--- config.mk ---
export PLATFORM = sky130hd
export DESIGN_NAME = operand_sequencer
export DESIGN_NICKNAME = d
export VERILOG_FILES = /design/src/rtl/operand_sequencer.sv
export SDC_FILE = /design/constraint.sdc
export NUM_CORES = 1
export LEC_CHECK = 0
export BUFFER_PORTS_ARGS = -buffer_cell sky130_fd_sc_hd__buf_2
export CORE_UTILIZATION = 50
export CTS_CLUSTER_SIZE = 24
export DETAILED_ROUTE_END_ITERATION = 8
export PLACE_DENSITY = 0.85
export SYNTH_ARGS = -nofsm -noshare
export SYNTH_HDL_FRONTEND = slang
export SYNTH_SLANG_ARGS = --single-unit
--- constraint.sdc ---
create_clock -name clk -period 4.2 [get_ports clk]
set_input_delay 0.42 -clock clk [delete_from_list [all_inputs] [get_ports clk]]
set_output_delay 0.42 -clock clk [all_outputs]
set_load 0.02 [all_outputs]
--- src/rtl/operand_sequencer.sv ---
// operand_sequencer
//   Multi-cycle operand-fetch / writeback controller sitting in front of
//   register_file. One instruction is in flight at a time:
//     IDLE -> READ -> CAPTURE -> ISSUE -> WAIT_RES -> (WRITE) -> IDLE
//   Every output is decoded from registered state or latches; there is no
//   combinational path from any input to any output.
//
// Ports
//   clk, reset               clock, synchronous active-high reset
//   instr_valid/instr_ready  decoded-instruction handshake (ready only in IDLE)
//   rd, rs1, rs2, wb_en      decoded instruction fields
//   rf_r_en1/2, rf_w_en      register_file port enables
//   rf_reg1, rf_reg2         register_file addresses (reg1 shared read/write)
//   rf_w_data                writeback data
//   rf_r_data1/2             register_file read data (1-cycle latency)
//   op_valid/op_ready        operand handshake to the ALU, op_a/op_b operands
//   res_valid/res_ready      result handshake from the ALU, res_data result
//   retired                  completed-instruction count, wraps
module operand_sequencer #(
  parameter int unsigned REG_COUNT = 8,
  parameter int unsigned ADDR_SIZE = $clog2(REG_COUNT),
  parameter int unsigned WORD_SIZE = 16,
  parameter int unsigned RETIRE_W  = 16
) (
  input  logic                 clk,
  input  logic                 reset,
  input  logic                 instr_valid,
  output logic                 instr_ready,
  input  logic [ADDR_SIZE-1:0] rd,
  input  logic [ADDR_SIZE-1:0] rs1,
  input  logic [ADDR_SIZE-1:0] rs2,
  input  logic                 wb_en,
  output logic                 rf_r_en1,
  output logic                 rf_r_en2,
  output logic                 rf_w_en,
  output logic [ADDR_SIZE-1:0] rf_reg1,
  output logic [ADDR_SIZE-1:0] rf_reg2,
  output logic [WORD_SIZE-1:0] rf_w_data,
  input  logic [WORD_SIZE-1:0] rf_r_data1,
  input  logic [WORD_SIZE-1:0] rf_r_data2,
  output logic                 op_valid,
  input  logic                 op_ready,
  output logic [WORD_SIZE-1:0] op_a,
  output logic [WORD_SIZE-1:0] op_b,
  input  logic                 res_valid,
  input  logic [WORD_SIZE-1:0] res_data,
  output logic                 res_ready,
  output logic [RETIRE_W-1:0]  retired
);

  localparam logic [2:0] StIdle    = 3'd0;
  localparam logic [2:0] StRead    = 3'd1;
  localparam logic [2:0] StCapture = 3'd2;
  localparam logic [2:0] StIssue   = 3'd3;
  localparam logic [2:0] StWaitRes = 3'd4;
  localparam logic [2:0] StWrite   = 3'd5;

  logic [2:0]           state_q, state_d;
  logic [ADDR_SIZE-1:0] rd_q, rd_d;
  logic [ADDR_SIZE-1:0] rs2_q, rs2_d;
  logic                 wb_en_q, wb_en_d;
  // rf_reg1_q doubles as the latched rs1: loaded with rs1 on accept and
  // with rd on the way into WRITE, otherwise it holds its last value.
  logic [ADDR_SIZE-1:0] rf_reg1_q, rf_reg1_d;
  logic [ADDR_SIZE-1:0] rf_reg2_q, rf_reg2_d;
  logic [WORD_SIZE-1:0] op_a_q, op_a_d;
  logic [WORD_SIZE-1:0] op_b_q, op_b_d;
  logic [WORD_SIZE-1:0] res_q, res_d;
  logic [RETIRE_W-1:0]  retired_q, retired_d;

  always_comb begin
    state_d   = state_q;
    rd_d      = rd_q;
    rs2_d     = rs2_q;
    wb_en_d   = wb_en_q;
    rf_reg1_d = rf_reg1_q;
    rf_reg2_d = rf_reg2_q;
    op_a_d    = op_a_q;
    op_b_d    = op_b_q;
    res_d     = res_q;
    retired_d = retired_q;
    case (state_q)
      StIdle: begin
        if (instr_valid) begin
          rd_d      = rd;
          rs2_d     = rs2;
          wb_en_d   = wb_en;
          rf_reg1_d = rs1;
          rf_reg2_d = rs2;
          state_d   = StRead;
        end
      end
      StRead: begin
        state_d = StCapture;
      end
      StCapture: begin
        op_a_d  = rf_r_data1;
        // register_file only zeroes r0 on port 1, so port 2 is masked here.
        op_b_d  = (rs2_q == '0) ? '0 : rf_r_data2;
        state_d = StIssue;
      end
      StIssue: begin
        if (op_ready) begin
          state_d = StWaitRes;
        end
      end
      StWaitRes: begin
        if (res_valid) begin
          res_d = res_data;
          if (wb_en_q && (rd_q != '0)) begin
            rf_reg1_d = rd_q;
            state_d   = StWrite;
          end else begin
            retired_d = retired_q + RETIRE_W'(1);
            state_d   = StIdle;
          end
        end
      end
      StWrite: begin
        retired_d = retired_q + RETIRE_W'(1);
        state_d   = StIdle;
      end
      default: begin
        state_d = StIdle;
      end
    endcase
  end

  always_ff @(posedge clk) begin
    if (reset) begin
      state_q   <= StIdle;
      rd_q      <= '0;
      rs2_q     <= '0;
      wb_en_q   <= 1'b0;
      rf_reg1_q <= '0;
      rf_reg2_q <= '0;
      op_a_q    <= '0;
      op_b_q    <= '0;
      res_q     <= '0;
      retired_q <= '0;
    end else begin
      state_q   <= state_d;
      rd_q      <= rd_d;
      rs2_q     <= rs2_d;
      wb_en_q   <= wb_en_d;
      rf_reg1_q <= rf_reg1_d;
      rf_reg2_q <= rf_reg2_d;
      op_a_q    <= op_a_d;
      op_b_q    <= op_b_d;
      res_q     <= res_d;
      retired_q <= retired_d;
    end
  end

  // Port-1 read must stay low in WRITE because register_file gives the read
  // priority over the write on that port; decoding from state guarantees it.
  assign instr_ready = (state_q == StIdle);
  assign rf_r_en1    = (state_q == StRead);
  assign rf_r_en2    = (state_q == StRead);
  assign rf_w_en     = (state_q == StWrite);
  assign rf_reg1     = rf_reg1_q;
  assign rf_reg2     = rf_reg2_q;
  assign rf_w_data   = res_q;
  assign op_valid    = (state_q == StIssue);
  assign op_a        = op_a_q;
  assign op_b        = op_b_q;
  assign res_ready   = (state_q == StWaitRes);
  assign retired     = retired_q;

endmodule

==> run summary, run 1 <==
The detailed-route vias per instance is between 5 and 6. The number of antenna violations at the first check in global routing came out at 0. Setup repair after global routing left no endpoint under its margin.

The mean area per synthesized cell came out at approximately 8.6 sq um. The first detailed-routing pass took 4 iterations. The worst setup path is captured at a flip-flop. The top cell family by delay on the critical path is simple AND/OR/NAND/NOR gates. The count of buffers added on input and output ports is around 140. The number of max-capacitance violations reported came out at 0. The run finished with clean final reports. The routed layout has a little under 3000 vias. The total standard cell area after synthesis is approximately 3100 sq um. Synthesis produced a netlist with a net count of between 400 and 500. Once the clock tree was built, the resizer swapped 0 gates to a different size. For this block, the initial DRC count from the detailed router was between 90 and 100. The number of buffers on the longest clock path is 2. The weighted congestion reported at the end of routability-driven placement is 0.777. The worst slew margin relative to its limit came out at 21.2%. The repair_antennas step left the layout with diodes totalling 0. The overall die height came out at just over 80 um. The total die area is about 6500 sq um. The routed wire length is about 7600 um. In the finished design, the share of the clock period the worst path needs comes to between 50% and 60%.

Summing the areas of all xor and xnor instances in the mapped netlist gives 0.283% of the synthesized area. The global-route congestion overflow total is 0. For the pin with the worst max-slew slack, the measured transition is around 1.2 ns. In the final layout, the share of cells above drive strength 1 is about a third. After layout, the design draws a total of slightly below 2000 uW. The final hold violation count came out at 0. The standard-cell row count came out at 28. The number of clock buffers added by TritonCTS is 9. The data required time at the worst endpoint came out at 4.48 ns. The final-report max-slew violation count is 0. The share of the Yosys chip area taken by registers is about half. The smallest clock period supported by the final layout is computed as 2.27 ns.

The top cell types in the final layout, fill and taps aside, are sky130_fd_sc_hd__buf_2 (138), sky130_fd_sc_hd__dfxtp_1 (77), sky130_fd_sc_hd__nand2_1 (71). The peak supply drop is 0.000276 V. For this run, the post-layout net count is between 500 and 600. The number of endpoints failing setup at the final stage came out at 0.

The die span in x came out at roughly 80 um. The root buffer cell is sky130_fd_sc_hd__clkbuf_8. Counting every sink on the clock net gives 77.

The initial core utilization came out at between 50% and 60%. The post-place setup slack is approximately 2 ns. The post-CTS setup-driven buffer insertion count came out at 0. The synthesized design contains 77 register bits. Traced cell by cell, the critical path runs through or3b_1, nor2_4, a22oi_1, nor2_1. Of the total synthesized cell area, the portion taken by AND, OR, NAND and NOR gates is between 20% and 30%. In the synthesized netlist the dominant register cell turns out to be sky130_fd_sc_hd__dfxtp_1. The combined buffer and inverter count along the critical path came out at 0. The count of antenna-violating nets left after detailed routing came out at 0.

TritonCTS built the clock tree. The first-pass GRT wire length is roughly 11000 um. The highest-delay cell along the critical path is sky130_fd_sc_hd__or3b_1.

The number of global-route vias before repair is between 2000 and 3000. For this run, design rule violations remaining after detail routing come to 0. The leading cell type in the layout, fill and taps excluded is sky130_fd_sc_hd__buf_2. Hold repair after CTS inserted 0 buffers.

The number of unique standard cell types used by synthesis came out at 40. In this run the worst path has a maximum fanout of 33. The path type of the worst setup path is flip-flop to flip-flop. The clock latency reported for the late side of the worst-skew pair came out at approximately 0.34 ns.

The clock edge transition at the registers on the reported setup and hold paths came out at about 0.09 ns. The share of flip-flops with an asynchronous set or reset after synthesis came out at 0%. In this run the standard cell core region covers 5960 sq um.

The signal arrival time at the worst endpoint came out at ~2.6 ns. The complex-gate fraction of the synthesized area came out at between 15 and 20%. Detailed placement ended at an HPWL of around 5300 um. The tightest min-delay check is of the primary input to flip-flop type. The final critical-path setup slack came out at 1.93 ns. The static leakage came out at 0.00173 uW.

The number of enable flip-flop cells after synthesis came out at 0. The H-tree generated during clock tree synthesis spans 3 levels. Dividing the detail-routed wire length by the instance count gives roughly 14 um. Yosys printed 0 warnings.

The achievable clock frequency is about 440 MHz. Measured against the total synthesized area, the mux share comes to 4.29%. The largest stage delay on the critical path came out at 0.87 ns. STA classifies the critical path startpoint as a flip-flop. The pin count of the biggest net entering global routing is 43.

The global-route usage over all layers came out at 22.9%. The I/O pin count came out at between 100 and 150. The accumulated negative setup slack is 0 ns. The synthesized netlist cell count came out at 358.

The area growth from synthesis to final layout came out at 28.1%. The setup skew after layout is about 0.017 ns. The synthesized netlist devotes less than 1% of its cell area to adder and majority cells. The combinational family with the most area after synthesis is simple AND/OR/NAND/NOR gates.

In this run the power density over the cells is 502 nW/um^2. After filler insertion, the fill cell instance count of the layout stands at 523.
-- final timing paths --
check,from,to,slack (ns),cells past startpoint
hold reg to reg,op_a[10],op_a[10],0.45,2
setup reg to reg,state_q[1],op_b[0],1.93,4
hold / removal,rf_r_data2[15],op_b[15],0.31,3
setup / recovery,state_q[1],op_b[0],1.93,4
-- synth_stat cells, types with 2 or more instances --
| master | number | area, sq um |
|---|---|---|
| sky130_fd_sc_hd__or3_1 | 6 | 37.5 |
| sky130_fd_sc_hd__o21ba_2 | 2 | 20.0 |
| sky130_fd_sc_hd__nor2_1 | 32 | 120 |
| sky130_fd_sc_hd__nor2b_1 | 3 | 18.8 |
| sky130_fd_sc_hd__buf_4 | 6 | 45.0 |
| sky130_fd_sc_hd__nand3_1 | 3 | 15.0 |
| sky130_fd_sc_hd__and4_1 | 2 | 17.5 |
| sky130_fd_sc_hd__mux2_2 | 2 | 22.5 |
| sky130_fd_sc_hd__nand2_1 | 71 | 267 |
| sky130_fd_sc_hd__nor3_1 | 5 | 25.0 |
| sky130_fd_sc_hd__nor3_2 | 2 | 20.0 |
| sky130_fd_sc_hd__a21oi_1 | 48 | 240 |
| sky130_fd_sc_hd__mux2i_1 | 11 | 110 |
| sky130_fd_sc_hd__nand4_1 | 5 | 31.3 |
| sky130_fd_sc_hd__dfxtp_1 | 77 | 1540 |
| sky130_fd_sc_hd__or4_1 | 9 | 67.6 |
| sky130_fd_sc_hd__a22oi_1 | 16 | 120 |
| sky130_fd_sc_hd__nor3b_2 | 2 | 25.0 |
| sky130_fd_sc_hd__clkbuf_1 | 16 | 60.1 |
| sky130_fd_sc_hd__buf_2 | 4 | 20.0 |
| sky130_fd_sc_hd__o21ai_0 | 6 | 30.0 |
| sky130_fd_sc_hd__and2_1 | 4 | 25.0 |
| sky130_fd_sc_hd__o31ai_1 | 9 | 67.6 |
-- cell type report --
cell class                      instances  area [sq um]  area share [%]
Clock inverter                          6          86.3            2.18
Clock buffer                            9           124            3.13
Inverter                                1          3.75          0.0947
Multi-Input combinational cell        252          1420            35.7
Sequential cell                        77          1540            38.9
Timing Repair Buffer                  139           698            17.6
Tap cell                               75          93.8            2.37
-- stage by stage --
step / instance area (sq um) / cells / util (%) / hold slack (ns)
2_1_floorplan: 3090 / 358 / - / 0.460
3_3_place_gp: 3750 / 544 / 63.0 / 0.438
3_5_place_dp: 3750 / 544 / 63.0 / 0.443
4_1_cts: 3960 / 559 / 66.5 / 0.294
5_1_grt: 3960 / 559 / 66.5 / 0.298
6_report: 3960 / 559 / 66.5 / 0.309
-- where the power goes --
| group | total [uW] | leakage (uW) | internal (uW) | switching [uW] |
|---|---|---|---|---|
| Combinational | 517 | 0.00101 | 189 | 328 |
| Clock | 597 | 0.000105 | 331 | 265 |
| Sequential | 874 | 0.000624 | 805 | 69.0 |
-- worst register-to-register path: stages, from the launching register on --
cell and delay, ns:
sky130_fd_sc_hd__dfxtp_1 0.55, sky130_fd_sc_hd__or3b_1 0.88, sky130_fd_sc_hd__nor2_4 0.53, sky130_fd_sc_hd__a22oi_1 0.12, sky130_fd_sc_hd__nor2_1 0.15
-- kinds of logic after synthesis --
group / after synthesis
buffers and inverters: 29
adder cells (fa/ha/maj): 1
XOR/XNOR: 1
AO/OA/AOI/OAI: 83
AND/OR/NAND/NOR: 154
flip-flops: 77
multiplexers: 13
-- registers in the layout (all words and copies together), names as in the netlist --
| signal | cells |
|---|---|
| wb_en_q | 1 |
| state_q | 3 |
| rf_w_data | 16 |
| op_b | 16 |
| rf_reg2 | 3 |
| retired | 16 |
| rd_q | 3 |
| rf_reg1 | 3 |
| op_a | 16 |
-- per-layer routing --
layer  track usage [%]  up-vias  wire length [um]  share of wire [%]
met5                 0        -                 0                  0
met4              9.82        0               170                2.2
met3              5.57       14               366                4.8
met2              38.7      100              3790                 50
met1              27.4     1387              3290                 43
li1                  -     1482                 -                  -
(Power assumes the default switching activity.)
==> run 2: changes to the inputs <==
ABC_AREA = 1   (was default)
CORE_UTILIZATION = 47   (was 50)
PLACE_DENSITY = 0.8   (was 0.85)
clock period = 2.1 ns   (was 4.2 ns; I/O delays follow)
==> run summary, run 2 <==
The worst hold-check slack came out at roughly 0.088 ns. Entering global routing, the biggest net connects 34 pins. In this run the worst path has a maximum fanout of 24. After layout, the worst path uses about 84% of the clock period. The global-route usage over all layers came out at 24.2%. The count of antenna-violating nets left after detailed routing is 0. The most used flip-flop cell after synthesis is sky130_fd_sc_hd__dfxtp_1. The I/O pin count is 139.

Setup violations remaining at the end of the flow were counted as 0. In this run the power density over the cells is between 900 and 1000 nW/um^2. The number of unique standard cell types used by synthesis is 22. After detailed routing, the average wire length per cell comes to between 10 and 15 um. STA classifies the critical path startpoint as a flip-flop. The path with the worst hold slack has its endpoint at op_a[11].

With fillers left out, the area of the finished cells amounts to 4140 sq um. The floorplan step defined a die boundary enclosing a little over 7000 sq um. From bottom edge to top edge, the die measures 84.3 um. The analysis attributes to cell leakage a power of 0.00198 uW. The cell sitting at the root of the clock tree is a sky130_fd_sc_hd__clkbuf_8. Timing would allow up to ~570 MHz. The worst setup path is captured at a flip-flop.

The number of antenna cells inserted came out at 0. The signal arrival time at the worst endpoint is a little over 2 ns. The worst slew margin relative to its limit came out at 36.4%. The reported net switching power is 1380 uW. The worst register-to-register path begins at state_q[2].

The number of cells upsized or downsized after cts came out at 0. The checks that failed: DRC. The tool flagged a number of max-cap violations equal to 0.

The mean area per synthesized cell is between 7 and 8 sq um. For this configuration, the core starts out at a cell density of between 40% and 50%. In the synthesized netlist, the cells that appear most often are sky130_fd_sc_hd__nor2_1 (91), sky130_fd_sc_hd__nand2_1 (81), sky130_fd_sc_hd__dfxtp_1 (77).

The sum of net half-perimeters after detailed placement is 5830 um. Between clock sinks in the finished design, the worst skew comes to between 0.006 and 0.007 ns. The number of input and output port buffers inserted is ~140. The number of hold-repair buffers added at the cts stage is 0. Counting instances, the worst hold path has a depth of 3. Counting every net in the synthesized netlist gives 514. For this block, the routed nets add up to a little over 8000 um of wire. Setup slack closes at roughly 0.34 ns. The standard-cell row count came out at 29. The placeable core region came out at ~6500 sq um. The detailed-route vias per instance is approximately 5.2. The H-tree depth came out at 3. The post-place setup slack came out at 0.385 ns. The worst register-to-register path ends at retired[10]. From left edge to right edge, the die measures between 80 and 90 um. Summed over all failing endpoints, the final setup total negative slack is 0 ns.

The portion of synthesized cell area occupied by the leading cell type came out at roughly half. At the pin with the least slew margin, the transition time is 0.953 ns. The top cell types in the final layout, fill and taps aside, are sky130_fd_sc_hd__buf_2 (138), sky130_fd_sc_hd__nor2_1 (91), sky130_fd_sc_hd__nand2_1 (81). Sorting the synthesized cells by area gives the leading types as sky130_fd_sc_hd__dfxtp_1 (48%), sky130_fd_sc_hd__nor2_1 (11%), sky130_fd_sc_hd__nand2_1 (9.5%).

The post-CTS setup-driven buffer insertion count is 0. The synthesized netlist cell count is 450. Per report_power, the sequential group accounts for 43.5% of the total. The final-report max-slew violation count is 0. After the first detailed-routing iteration, the DRC count stood at 160. Across all register-to-register paths, the minimum setup slack is roughly 0.34 ns. The post-route netlist has around 28% of its cells at a drive strength greater than 1. At the end of routability-driven placement, the weighted congestion stood at 0.849.

The share of the yosys chip area belonging to registers came out at ~48%. The library cell used most frequently in the layout, excluding fill and tap cells, is sky130_fd_sc_hd__buf_2. The routed design could run at a clock period as short as roughly 1.8 ns. The number of optimization iterations in the first detailed-route pass came out at 6. The number of global-route vias before repair was between 3000 and 4000. The number of synthesized register bits came out at 77. In this run, CTS created clock tree buffers numbering 9.

The final hold violation count was 0. After clock tree synthesis, the clock-pin slew on the worst setup and hold paths is around 0.080 ns. The number of antenna violations at the first check in global routing came out at 0. The global-route congestion overflow total is 0. The clock network accounts for 29.3% of the total power.

The number of buffers on the longest clock path came out at 2. Across the VDD grid, the largest voltage drop is 0.000646 V. The first global-routing pass estimated about 14000 um of wire. Setup repair after global routing left no endpoint under its margin.

The completed layout was analyzed and its total power is roughly 4100 uW. The data required time at the worst endpoint came out at about 2.4 ns. The total standard cell area after synthesis is around 3200 sq um. The share of flip-flops with an asynchronous set or reset after synthesis came out at 0%. The number of enable flip-flop cells after synthesis came out at 0. The worst hold path begins at rf_r_data1[11]. The clock latency reported for the late side of the worst-skew pair came out at approximately 0.34 ns. The total number of yosys warnings is 0.

The path type of the worst setup path is flip-flop to flip-flop. The relative contribution of combinational cells to total power came out at 27.2%. The path depth of the worst reg2reg path is 8. The cell type contributing the most total cell area after synthesis is sky130_fd_sc_hd__dfxtp_1. TritonCTS built the clock tree. The most common cell in the netlist is sky130_fd_sc_hd__nor2_1. In the routed design, unresolved DRC markers number 8. The number of nets in the final layout came out at ~650. The routed layout has ~3400 vias.

The internal power of the cells came out at roughly 2700 uW. The flow ran to the end, but the final reports show violations. The tree built by TritonCTS fans out to 77 sinks. The cell area after placement is about 4000 sq um.

In this run the worst hold path is classified as primary input to flip-flop. Net switching is between 30% and 40% of the power. Compared with the post-synthesis result, the final layout area differs by 30.0%.
## run 2: critical path, cell delays in order (launching register included)
cell and delay (ns):
sky130_fd_sc_hd__dfxtp_1 0.50, sky130_fd_sc_hd__inv_2 0.11, sky130_fd_sc_hd__nor2_1 0.10, sky130_fd_sc_hd__nand2_1 0.09
sky130_fd_sc_hd__nor2_4 0.43, sky130_fd_sc_hd__inv_2 0.16, sky130_fd_sc_hd__nor2_1 0.13, sky130_fd_sc_hd__nor2_1 0.05
sky130_fd_sc_hd__nor2_1 0.12
## run 2: area by class of cell
cell class	count	area, sq um
Tap cell	77	96.3
Sequential cell	77	1540
Inverter	30	113
Timing Repair Buffer	144	748
Clock inverter	4	72.6
Multi-Input combinational cell	320	1440
Fill cell	594	2320
Clock buffer	12	135
## run 2: cells by family (layout without fill, tap and decap cells)
group           count (synthesis)  count (layout)  share of synthesized area [%]
simple gates                  220             220                           28.7
compound gates                 98              98                           15.4
flops                          77              77                           48.4
buf+inv                        53             190                           6.79
fa+ha+maj                       1               1                          0.393
xor+xnor                        1               1                          0.275
## run 2: routing by layer
metal / part of all wire [%] / global-route usage [%]
met1: 42 / 28.3
met2: 48 / 41.1
met3: 8.8 / 7.28
met4: 2.1 / 10.9
met5: 0 / 0
## run 2: power by group through the flow
stage	combinational (uW)	sequential [uW]	clock, uW
detailed placement	1110	1800	0
finish	1110	1770	1190
floorplan	528	2010	0
global route	1220	1800	1290
global placement	1090	1790	0
CTS	1110	1770	1210
## run 2: through the flow
| stage | util, % | instances |
|---|---|---|
| after floorplan | - | 450 |
| final | 64.1 | 664 |
| after global placement | 60.9 | 648 |
| after CTS | 64.1 | 664 |
| after detailed placement | 60.9 | 648 |
| after global routing | 64.1 | 664 |
## run 2: worst max-delay path by stage
stage,to,cells after the start,slack (ns),startpoint
final,retired[10],8,0.34,state_q[2]
after global routing,retired[10],8,0.16,state_q[2]
after CTS,res_ready,5,0.35,state_q[1]
after detailed placement,retired[10],8,0.38,state_q[0]
after global placement,retired[10],8,0.49,state_q[2]
after floorplan,retired[10],8,0.58,retired[0]
==> run 3: changes to the inputs <==
ABC_AREA = 0   (was 1)
CORE_UTILIZATION = 42   (was 47)
PLACE_DENSITY = 0.76   (was 0.8)
clock period = 1.6 ns   (was 2.1 ns; I/O delays follow)
==> run summary, run 3 (synthesized netlist as in run 1, its figures left out) <==
Across the run, the number of max-cap violations was 0. Based on the critical path, the design can be clocked at up to between 600 and 700 MHz. Dividing the final minimum period by the clock period gives 103%. The worst hold path terminates at rf_w_data[7]. The detailed-route vias per instance came out at 5.14.

The count of unresolved DRC violations after routing is 0. The initial core utilization is approximately 45%. STA classifies the critical path startpoint as a flip-flop. The analysis attributes to cell leakage a power of slightly below 0.002 uW. The global-route congestion overflow total came out at 0. The number of clock sinks came out at just under 80. The design draws 5600 uW. The final-report max-slew violation count came out at 0. The final hold violation count is 0. TritonCTS built the clock tree. Internal power comes to 3690 uW. The run finished, with violations left. The cell area after placement came out at about 4000 sq um. The number of antenna cells inserted is 0. The H-tree depth is 3.

The later pin in the worst-skew pair is clocked with a latency of 0.35 ns. The relative contribution of combinational cells to total power came out at 32.9%. The share of final-layout standard cells stronger than drive strength 1 came out at around 44%.

The worst register-to-register path begins at rd_q[2]. STA classifies the critical path endpoint as a flip-flop. Wires add up to between 8000 and 9000 um. Setup repair after global routing could not meet its margin everywhere.

Registers are responsible for 40.4% of the overall power. The clock edge transition at the registers on the reported setup and hold paths came out at 0.08 ns. The worst-case register-to-register setup slack came out at -0.04 ns. The weighted congestion reported at the end of routability-driven placement is 0.779. The worst setup path is of the flip-flop to flip-flop kind. The top fanout value on the critical path is 7.

The total die area came out at a little under 8000 sq um. In the layout the commonest cells are sky130_fd_sc_hd__buf_2 (137), sky130_fd_sc_hd__nand2_1 (71), sky130_fd_sc_hd__dfxtp_1 (68). The number of input and output port buffers inserted came out at approximately 140. The transition time at the pin with the least slew margin is about 0.37 ns. The checks that failed: setup timing.

The pin count of the biggest net entering global routing is 50. The final instance area came out at 4470 sq um. At the worst endpoint, the arrival time is 1.93 ns. Final hold analysis gives a worst-case slack of approximately 0.045 ns. The post-place setup slack is -0.0347 ns. In this run the worst hold path is classified as primary input to flip-flop. The number of optimization iterations in the first detailed-route pass came out at 4. The wire-length estimate of the detail-placed layout is 5880 um.

The switching part of the total power is 34.0%. The number of cells on the worst reg-to-reg path is 5. After detailed routing, the average wire length per cell comes to 14.0 um.

The cell depth of the worst min-delay path is 3. The first-pass GRT wire length came out at 12500 um. The number of antenna violations at the first check in global routing is 0. The worst hold path begins at res_data[7]. Leaving out fill and tap cells, the most frequent cell in the layout is sky130_fd_sc_hd__buf_2.

The number of global-route vias before repair came out at approximately 2800. The endpoint identified for the worst register-to-register timing path is retired[7]. The setup skew after layout came out at around 0.0068 ns. The iteration-0 DRC count of the detailed router came out at between 150 and 200. In the post-route analysis, the smallest setup slack over all paths is -0.0433 ns. The number of endpoints failing setup at the final stage is 5. Counting I/O delays and the setup requirement, the final critical path takes 1.64 ns. Global routing consumed, over all layers together, a little over a fifth of the routing resources. The I/O pin count came out at about 140. The worst-case IR drop observed on VDD is 0.000699 V.

The root buffer cell is sky130_fd_sc_hd__clkbuf_8. The number of nets in the final layout came out at ~570. Across all layers, the routed design uses 3134 vias. The overall die height is roughly 88 um. The worst slew margin relative to its limit is between 70% and 80%.

Once detail routing completed, the nets flagged for antenna violations numbered 0. In this run the standard cell core region covers approximately 6900 sq um. The total power divided by cell area came out at ~1300 nW/um^2. Clock tree synthesis inserted a total of 9 buffers.

STA puts the critical path data required time at roughly 1.9 ns. The reported net switching power is 1900 uW. The die span in x came out at a little under 90 um. The number of buffers on the longest clock path came out at 2. The power share of the clock group came out at a little over a quarter. The standard-cell row count came out at 30. The area growth from synthesis to final layout is 44.5%.
==> run 3: through the flow <==
stage | setup TNS (ns) | std cells | utilization [%]
final | -0.124 | 610 | 64.4
after global routing | -0.500 | 610 | 64.4
after CTS | 0 | 605 | 60.9
after detailed placement | -0.151 | 589 | 57.7
after global placement | 0 | 589 | 57.7
after floorplan | -0.524 | 358 | -
==> run 3: final cells by class <==
| class | count | area (sq um) |
|---|---|---|
| fillers | 588 | 2470 |
| well taps | 96 | 120 |
| inverters | 1 | 3.75 |
| repair buffers | 168 | 1010 |
| multi-input cells | 252 | 1580 |
| flip-flops and latches | 77 | 1560 |
| clock inverters | 5 | 58.8 |
| clock buffers | 11 | 141 |
==> run 3: layer usage <==
layer | global-route usage [%] | share of wire [%] | wire length, um | vias up
met5 | 0 | 0 | 0 | -
met4 | 10.3 | 2.8 | 243 | 0
met3 | 4.34 | 5.8 | 500 | 22
met2 | 35.0 | 49 | 4160 | 113
met1 | 25.7 | 43 | 3650 | 1451
li1 | - | - | - | 1548
==> run 3: worst max path at each step <==
stage                    endpoint  cells past startpoint  slack, ns       start
floorplan           rf_w_data[10]                      6      -0.05  state_q[2]
finish                 retired[7]                      5      -0.04     rd_q[2]
detailed placement     rf_reg1[2]                      6      -0.03  state_q[2]
global route           retired[7]                      5      -0.08     rd_q[2]
global placement       retired[8]                      5       0.05  state_q[2]
CTS                    retired[9]                      5      0.002     rd_q[1]
==> run 3: worst max-delay path, stage by stage (launching register included) <==
cell and delay, ns:
sky130_fd_sc_hd__dfxtp_2 0.34, sky130_fd_sc_hd__nor3_4 0.25, sky130_fd_sc_hd__o221ai_4 0.19, sky130_fd_sc_hd__buf_12 0.18, sky130_fd_sc_hd__or4_1 0.49, sky130_fd_sc_hd__a21oi_2 0.13
==> run 3: power groups by stage <==
stage               Clock [uW]  Combinational [uW]  Sequential, uW
floorplan                    0                 893            2450
global placement             0                1630            2270
detailed placement           0                1660            2280
CTS                       1510                1690            2240
global route              1610                1990            2290
finish                    1500                1840            2260
==> run 3: timing repair <==
item | in CTS | in global routing
resized for setup | 5 | 36
cloned | 0 | 2
buffers inserted | 0 | 3
hold buffers | 0 | 0
endpoints found under the setup margin | 13 | 29
pin swaps | 1 | 16
